[src/rtl/hawk_cmpdcmp_rd_mngr.sv]
// HAWK compress/decompress read manager: fetches a source page as single-beat AXI reads
// into the compressor read FIFO, then optionally fetches the zsPage metadata line.
module hawk_cmpdcmp_rd_mngr #(
    parameter int ADDR_W          = 64,
    parameter int DATA_W          = 512,
    parameter int PAGE_LINES      = 64,
    parameter int MAX_OUTSTANDING = 4
) (
    input  logic              clk_i,
    input  logic              rst_ni,
    input  logic              cmpdcmp_trigger,
    input  logic              comp_decomp,
    input  logic [ADDR_W-1:0] src_addr,
    input  logic [6:0]        cpage_lines,
    input  logic              md_rd_en,
    input  logic [ADDR_W-1:0] md_addr,
    output logic [ADDR_W-1:0] araddr,
    output logic [7:0]        arlen,
    output logic              arvalid,
    input  logic              arready,
    input  logic [DATA_W-1:0] rdata,
    input  logic [1:0]        rresp,
    input  logic              rlast,
    input  logic              rvalid,
    output logic              rready,
    output logic              rdfifo_push,
    output logic [DATA_W-1:0] rdfifo_data,
    input  logic              rdfifo_full,
    output logic [DATA_W-1:0] md_data,
    output logic              md_valid,
    output logic              busy,
    output logic              cmpdcmp_rd_done,
    output logic              err_o,
    output logic [2:0]        debug_state
);

    localparam logic [2:0] S_IDLE    = 3'd0;
    localparam logic [2:0] S_ISSUE   = 3'd1;
    localparam logic [2:0] S_DRAIN   = 3'd2;
    localparam logic [2:0] S_MD_ADDR = 3'd3;
    localparam logic [2:0] S_MD_DATA = 3'd4;
    localparam logic [2:0] S_DONE    = 3'd5;

    localparam logic [6:0]        PAGE_N     = 7'(PAGE_LINES);
    localparam logic [3:0]        MAX_OS     = 4'(MAX_OUTSTANDING);
    localparam logic [ADDR_W-1:0] LINE_BYTES = ADDR_W'(64);

    logic [2:0]        state_q, state_d;
    logic [6:0]        n_q, n_d, issued_q, issued_d, received_q, received_d;
    logic [3:0]        outst_q, outst_d;
    logic [ADDR_W-1:0] araddr_q, araddr_d, md_addr_q, md_addr_d;
    logic              md_en_q, md_en_d, arvalid_q, arvalid_d;
    logic              md_valid_q, md_valid_d, err_q, err_d;
    logic [DATA_W-1:0] md_data_q, md_data_d;

    logic data_ph, r_beat, ar_hs;

    assign data_ph     = (state_q == S_ISSUE) || (state_q == S_DRAIN);
    // Metadata beat bypasses the FIFO, so only data beats are throttled by it.
    assign rready      = data_ph ? !rdfifo_full : (state_q == S_MD_DATA);
    assign r_beat      = rvalid && rready;
    assign ar_hs       = arvalid_q && arready;
    assign rdfifo_push = data_ph && r_beat;
    assign rdfifo_data = rdata;

    always_comb begin
        state_d    = state_q;
        n_d        = n_q;
        issued_d   = issued_q;
        received_d = received_q;
        outst_d    = outst_q;
        araddr_d   = araddr_q;
        md_addr_d  = md_addr_q;
        md_en_d    = md_en_q;
        arvalid_d  = arvalid_q;
        md_valid_d = 1'b0;
        md_data_d  = md_data_q;
        err_d      = err_q;

        if (r_beat && ((rresp != 2'b00) || !rlast)) err_d = 1'b1;

        case (state_q)
            S_IDLE: begin
                if (cmpdcmp_trigger) begin
                    n_d        = comp_decomp ? PAGE_N : cpage_lines;
                    araddr_d   = src_addr;
                    md_en_d    = md_rd_en;
                    md_addr_d  = md_addr;
                    issued_d   = '0;
                    received_d = '0;
                    outst_d    = '0;
                    err_d      = 1'b0;
                    if (!comp_decomp && ((cpage_lines == 7'd0) || (cpage_lines > 7'd64))) begin
                        err_d   = 1'b1;
                        state_d = S_DONE;
                    end else begin
                        arvalid_d = 1'b1;
                        state_d   = S_ISSUE;
                    end
                end
            end
            S_ISSUE, S_DRAIN: begin
                issued_d   = issued_q + 7'(ar_hs);
                received_d = received_q + 7'(r_beat);
                outst_d    = outst_q + 4'(ar_hs) - 4'(r_beat);
                if (ar_hs) araddr_d = araddr_q + LINE_BYTES;
                if (state_q == S_ISSUE) begin
                    // A held request stays up: issued is frozen and outstanding only falls.
                    if (issued_d == n_q) begin
                        arvalid_d = 1'b0;
                        state_d   = S_DRAIN;
                    end else begin
                        arvalid_d = (outst_d < MAX_OS);
                    end
                end else if (received_d == n_q) begin
                    if (md_en_q) begin
                        arvalid_d = 1'b1;
                        araddr_d  = md_addr_q;
                        state_d   = S_MD_ADDR;
                    end else begin
                        state_d = S_DONE;
                    end
                end
            end
            S_MD_ADDR: begin
                if (ar_hs) begin
                    arvalid_d = 1'b0;
                    state_d   = S_MD_DATA;
                end
            end
            S_MD_DATA: begin
                if (r_beat) begin
                    md_data_d  = rdata;
                    md_valid_d = 1'b1;
                    state_d    = S_DONE;
                end
            end
            S_DONE:  state_d = S_IDLE;
            default: state_d = S_IDLE;
        endcase
    end

    always_ff @(posedge clk_i) begin
        if (!rst_ni) begin
            state_q    <= S_IDLE;
            n_q        <= '0;
            issued_q   <= '0;
            received_q <= '0;
            outst_q    <= '0;
            araddr_q   <= '0;
            md_addr_q  <= '0;
            md_en_q    <= 1'b0;
            arvalid_q  <= 1'b0;
            md_valid_q <= 1'b0;
            md_data_q  <= '0;
            err_q      <= 1'b0;
        end else begin
            state_q    <= state_d;
            n_q        <= n_d;
            issued_q   <= issued_d;
            received_q <= received_d;
            outst_q    <= outst_d;
            araddr_q   <= araddr_d;
            md_addr_q  <= md_addr_d;
            md_en_q    <= md_en_d;
            arvalid_q  <= arvalid_d;
            md_valid_q <= md_valid_d;
            md_data_q  <= md_data_d;
            err_q      <= err_d;
        end
    end

    assign araddr          = araddr_q;
    assign arlen           = 8'd0;
    assign arvalid         = arvalid_q;
    assign md_data         = md_data_q;
    assign md_valid        = md_valid_q;
    assign busy            = (state_q != S_IDLE);
    assign cmpdcmp_rd_done = (state_q == S_DONE);
    assign err_o           = err_q;
    assign debug_state     = state_q;

endmodule

[config.mk]
export PLATFORM = sky130hd
export DESIGN_NAME = hawk_cmpdcmp_rd_mngr
export DESIGN_NICKNAME = d
export VERILOG_FILES = /design/src/rtl/hawk_cmpdcmp_rd_mngr.sv
export SDC_FILE = /design/constraint.sdc
export NUM_CORES = 2
export LEC_CHECK = 0
export CAP_MARGIN = 20
export CORE_AREA = 2 2 684 686
export CTS_CLUSTER_DIAMETER = 50
export DETAILED_ROUTE_END_ITERATION = 8
export DIE_AREA = 0 0 686 688
export PLACE_DENSITY_LB_ADDON = 0.2
export SKIP_CTS_REPAIR_TIMING = 1
export SYNTH_ARGS = -nofsm -noshare
export SYNTH_HDL_FRONTEND = slang
export SYNTH_SLANG_ARGS = --single-unit
[constraint.sdc]
create_clock -name clk_i -period 4.4 [get_ports clk_i]
set_input_delay 0.88 -clock clk_i [delete_from_list [all_inputs] [get_ports clk_i]]
set_output_delay 0.88 -clock clk_i [all_outputs]
set_load 0.01 [all_outputs]
==> impl_metrics.env <==
export IMPL_status="complete, no violations"
export IMPL_crit_top_cell="clkdlybuf4s50_1"
export IMPL_fin_crit_ns=3.50
export IMPL_slowest_delay_ns=0.86
export IMPL_via_per_inst=2.89
export IMPL_place_ws_ns=0.252
export IMPL_place_congestion=0.971
export IMPL_post_dp_cell_area_um2=51500
export IMPL_synth_seq_cells=672
export IMPL_core_area_um2=465000
export IMPL_synth_most_common_cell="nand2_1"
export IMPL_hold_violations=0
export IMPL_tightest_slew_ns=0.982
export IMPL_setup_ws_ns=0.895
export IMPL_crit_fanout=2
export IMPL_finalSetupViolations=0
export IMPL_tns_ns=0
export IMPL_synthAdderAreaFrac_pct=0.486
export IMPL_yosysSeqAreaShare_pct=45.0
export IMPL_port_buffer_count=1755
export IMPL_track_usage_pct=13.5
export IMPL_path_clk_slew_ns=0.04
export IMPL_synth_top_cells_by_count="1295 x nand2_1, 672 x dfxtp_1, 617 x a21oi_1, 524 x buf_4, 216 x clkbuf_1"
export IMPL_pwr_share_seq_pct=25.7
export IMPL_min_delay_start="md_data[395]"
export IMPL_synth_area_leaders="dfxtp_1 45%, nand2_1 16%, buf_4 13%"
export IMPL_regToRegStartpoint="debug_state[1]"
export IMPL_swShare_pct=37.1
export IMPL_start_kind="primary input"
export IMPL_cts_root_buf="clkbuf_16"
export IMPL_drive_gt1_share_pct=8.61
export IMPL_die_w_um=686
export IMPL_final_util_pct=12.3
export IMPL_synthArstFlopShare_pct=0
export IMPL_drtIter0Drc=2149
export IMPL_p_sw_mw=11.7
export IMPL_power_internal_mw=19.8
export IMPL_cts_tree="yes"
export IMPL_synth_area_um2=29900
export IMPL_synth_area_leader_cell="dfxtp_1"
export IMPL_dr_pass1_iters=6
export IMPL_worstSetupPathType="primary input to output port"
export IMPL_path_buf_inv=2
export IMPL_slew_violations=0
export IMPL_synth_top_family_by_area="simple AND/OR/NAND/NOR gates"
export IMPL_muxShareOfSynthArea_pct=0.913
export IMPL_htree_levels=4
export IMPL_overflow=0
export IMPL_grt_pass1_vias=33252
export IMPL_max_freq_mhz=285
export IMPL_end_kind="output port"
export IMPL_regArea_um2=13500
export IMPL_multi_input_area_um2=11500
export IMPL_critPathTopFamily="buffers and inverters"
export IMPL_antenna_left=0
export IMPL_synth_xor_area_share_pct=2.14
export IMPL_totalWireLength_um=334000
export IMPL_path_cells="clkdlybuf4s50_1, clkdlybuf4s50_1"
export IMPL_area_growth_pct=92.2
export IMPL_max_slew_margin_pct=34.3
export IMPL_routedWlPerCell_um=29.0
export IMPL_yosys_warnings=0
export IMPL_power_density_nw_per_um2=548
export IMPL_num_io_pins=1764
export IMPL_antenna_found_initial=70
export IMPL_hold_class="register to register"
export IMPL_rsz0062_at_grt="no"
export IMPL_die_area_um2=472000
export IMPL_dp_hpwl_um=291000
export IMPL_ir_drop_uv=288
export IMPL_vias=33395
export IMPL_p_clk_share_pct=42.1
export IMPL_skew_ns=0.0820
export IMPL_cellLeakagePower_nw=18.4
export IMPL_nets=5845
export IMPL_synthSimpleGateAreaFrac_pct=20.9
export IMPL_cap_violations=0
export IMPL_crit_required_ns=3.52
export IMPL_grt_pass1_wl_um=407000
export IMPL_cts_buffers=164
export IMPL_cts_path_max_buffers=4
export IMPL_clkLatencyLatePin_ns=0.85
export IMPL_post_route_period_util_pct=79.7
export IMPL_grt_max_degree=144
export IMPL_synth_compound_area_share_pct=13.9
export IMPL_crit_slowest_cell="clkdlybuf4s50_1"
export IMPL_ys_flop_type="dfxtp_1"
export IMPL_syn_area_per_cell_um2=7.66
export IMPL_start_util_pct=6.42
export IMPL_synth_edff_count=0
export IMPL_arrival_ns=2.62
export IMPL_synth_cell_types=59
export IMPL_drc_errors=0
export IMPL_worstSetupStartpoint="rdata[0]"
export IMPL_synth_top_cell_area_share_pct=45.0
export IMPL_clock_sinks=672
export IMPL_power_frac_comb_pct=32.2
export IMPL_n_fill_cell=53298
export IMPL_stdcell_area_um2=57400
export IMPL_synthesis_instances=3900
export IMPL_rows=251
export IMPL_die_h_um=688
## cell type report
type,instances,area share (%)
Inverter,19,0.137
Clock inverter,90,2.25
Multi-Input combinational cell,2444,20.0
Antenna cell,30,0.131
Clock buffer,208,7.94
Tap cell,6198,13.5
Sequential cell,672,23.4
Timing Repair Buffer,1875,32.6
## power groups by stage
stage | registers, mW | logic (mW) | clock network, mW
3_3_place_gp | 8.19 | 10.4 | 0
2_1_floorplan | 8.12 | 3.89 | 0
6_report | 8.10 | 10.1 | 13.3
5_1_grt | 8.18 | 10.8 | 13.9
4_1_cts | 8.10 | 10.4 | 13.7
3_5_place_dp | 8.20 | 10.3 | 0
## cells in the final DEF, fill, tap and decap left out, drive strengths merged, types with 30 or more instances in the layout
master	Yosys	routed
clkbuf	216	208
inv	19	30
a21oi	617	617
xnor2	53	53
clkinv	0	38
nand2	1295	1295
o21ai	49	49
nand3	45	45
diode	0	30
clkdlybuf4s50	0	1721
dfxtp	672	672
nor3	38	38
buf	556	154
nor2	87	87
## kinds of logic after synthesis
group	Yosys count
xor gates and xnor gates	73
other	1
muxes	27
AOI/OAI and AO/OA	769
buffers and inverters	791
and+or+nand+nor	1556
adders and majority gates	11
DFF	672
## registers in the layout, summed over array words and instances, names as in the netlist, 3 cells and up
name / count
issued_q: 7
md_addr_q: 64
araddr: 64
outst_q: 4
debug_state: 3
received_q: 7
md_data: 512
n_q: 7
## final timing paths
check                        end  slack, ns  cells after the start
hold reg to reg     md_data[395]       0.45                      2
setup / recovery  rdfifo_data[0]       0.90                      2
setup reg to reg       araddr[5]       0.98                     14
hold / removal      md_data[395]       0.45                      2
## per-layer routing
layer / vias to the layer above / GRT usage (%) / wire (um) / share of wire, %
met5: - / 1.48 / 1270 / 0.38
met4: 42 / 4.10 / 11400 / 3.4
met3: 367 / 7.12 / 39200 / 12
met2: 1715 / 22.8 / 159000 / 48
met1: 16357 / 14.3 / 123000 / 37
li1: 14914 / - / - / -
## stage by stage
step	hold slack, ns	power, mW	std cells
after floorplan	0.432	12.0	3907
after global routing	0.463	32.9	11518
after CTS	0.452	32.2	11506
after detailed placement	0.445	18.5	11208
final	0.450	31.5	11536
after global placement	0.441	18.6	11208
Power figures use the tool's default switching activity.
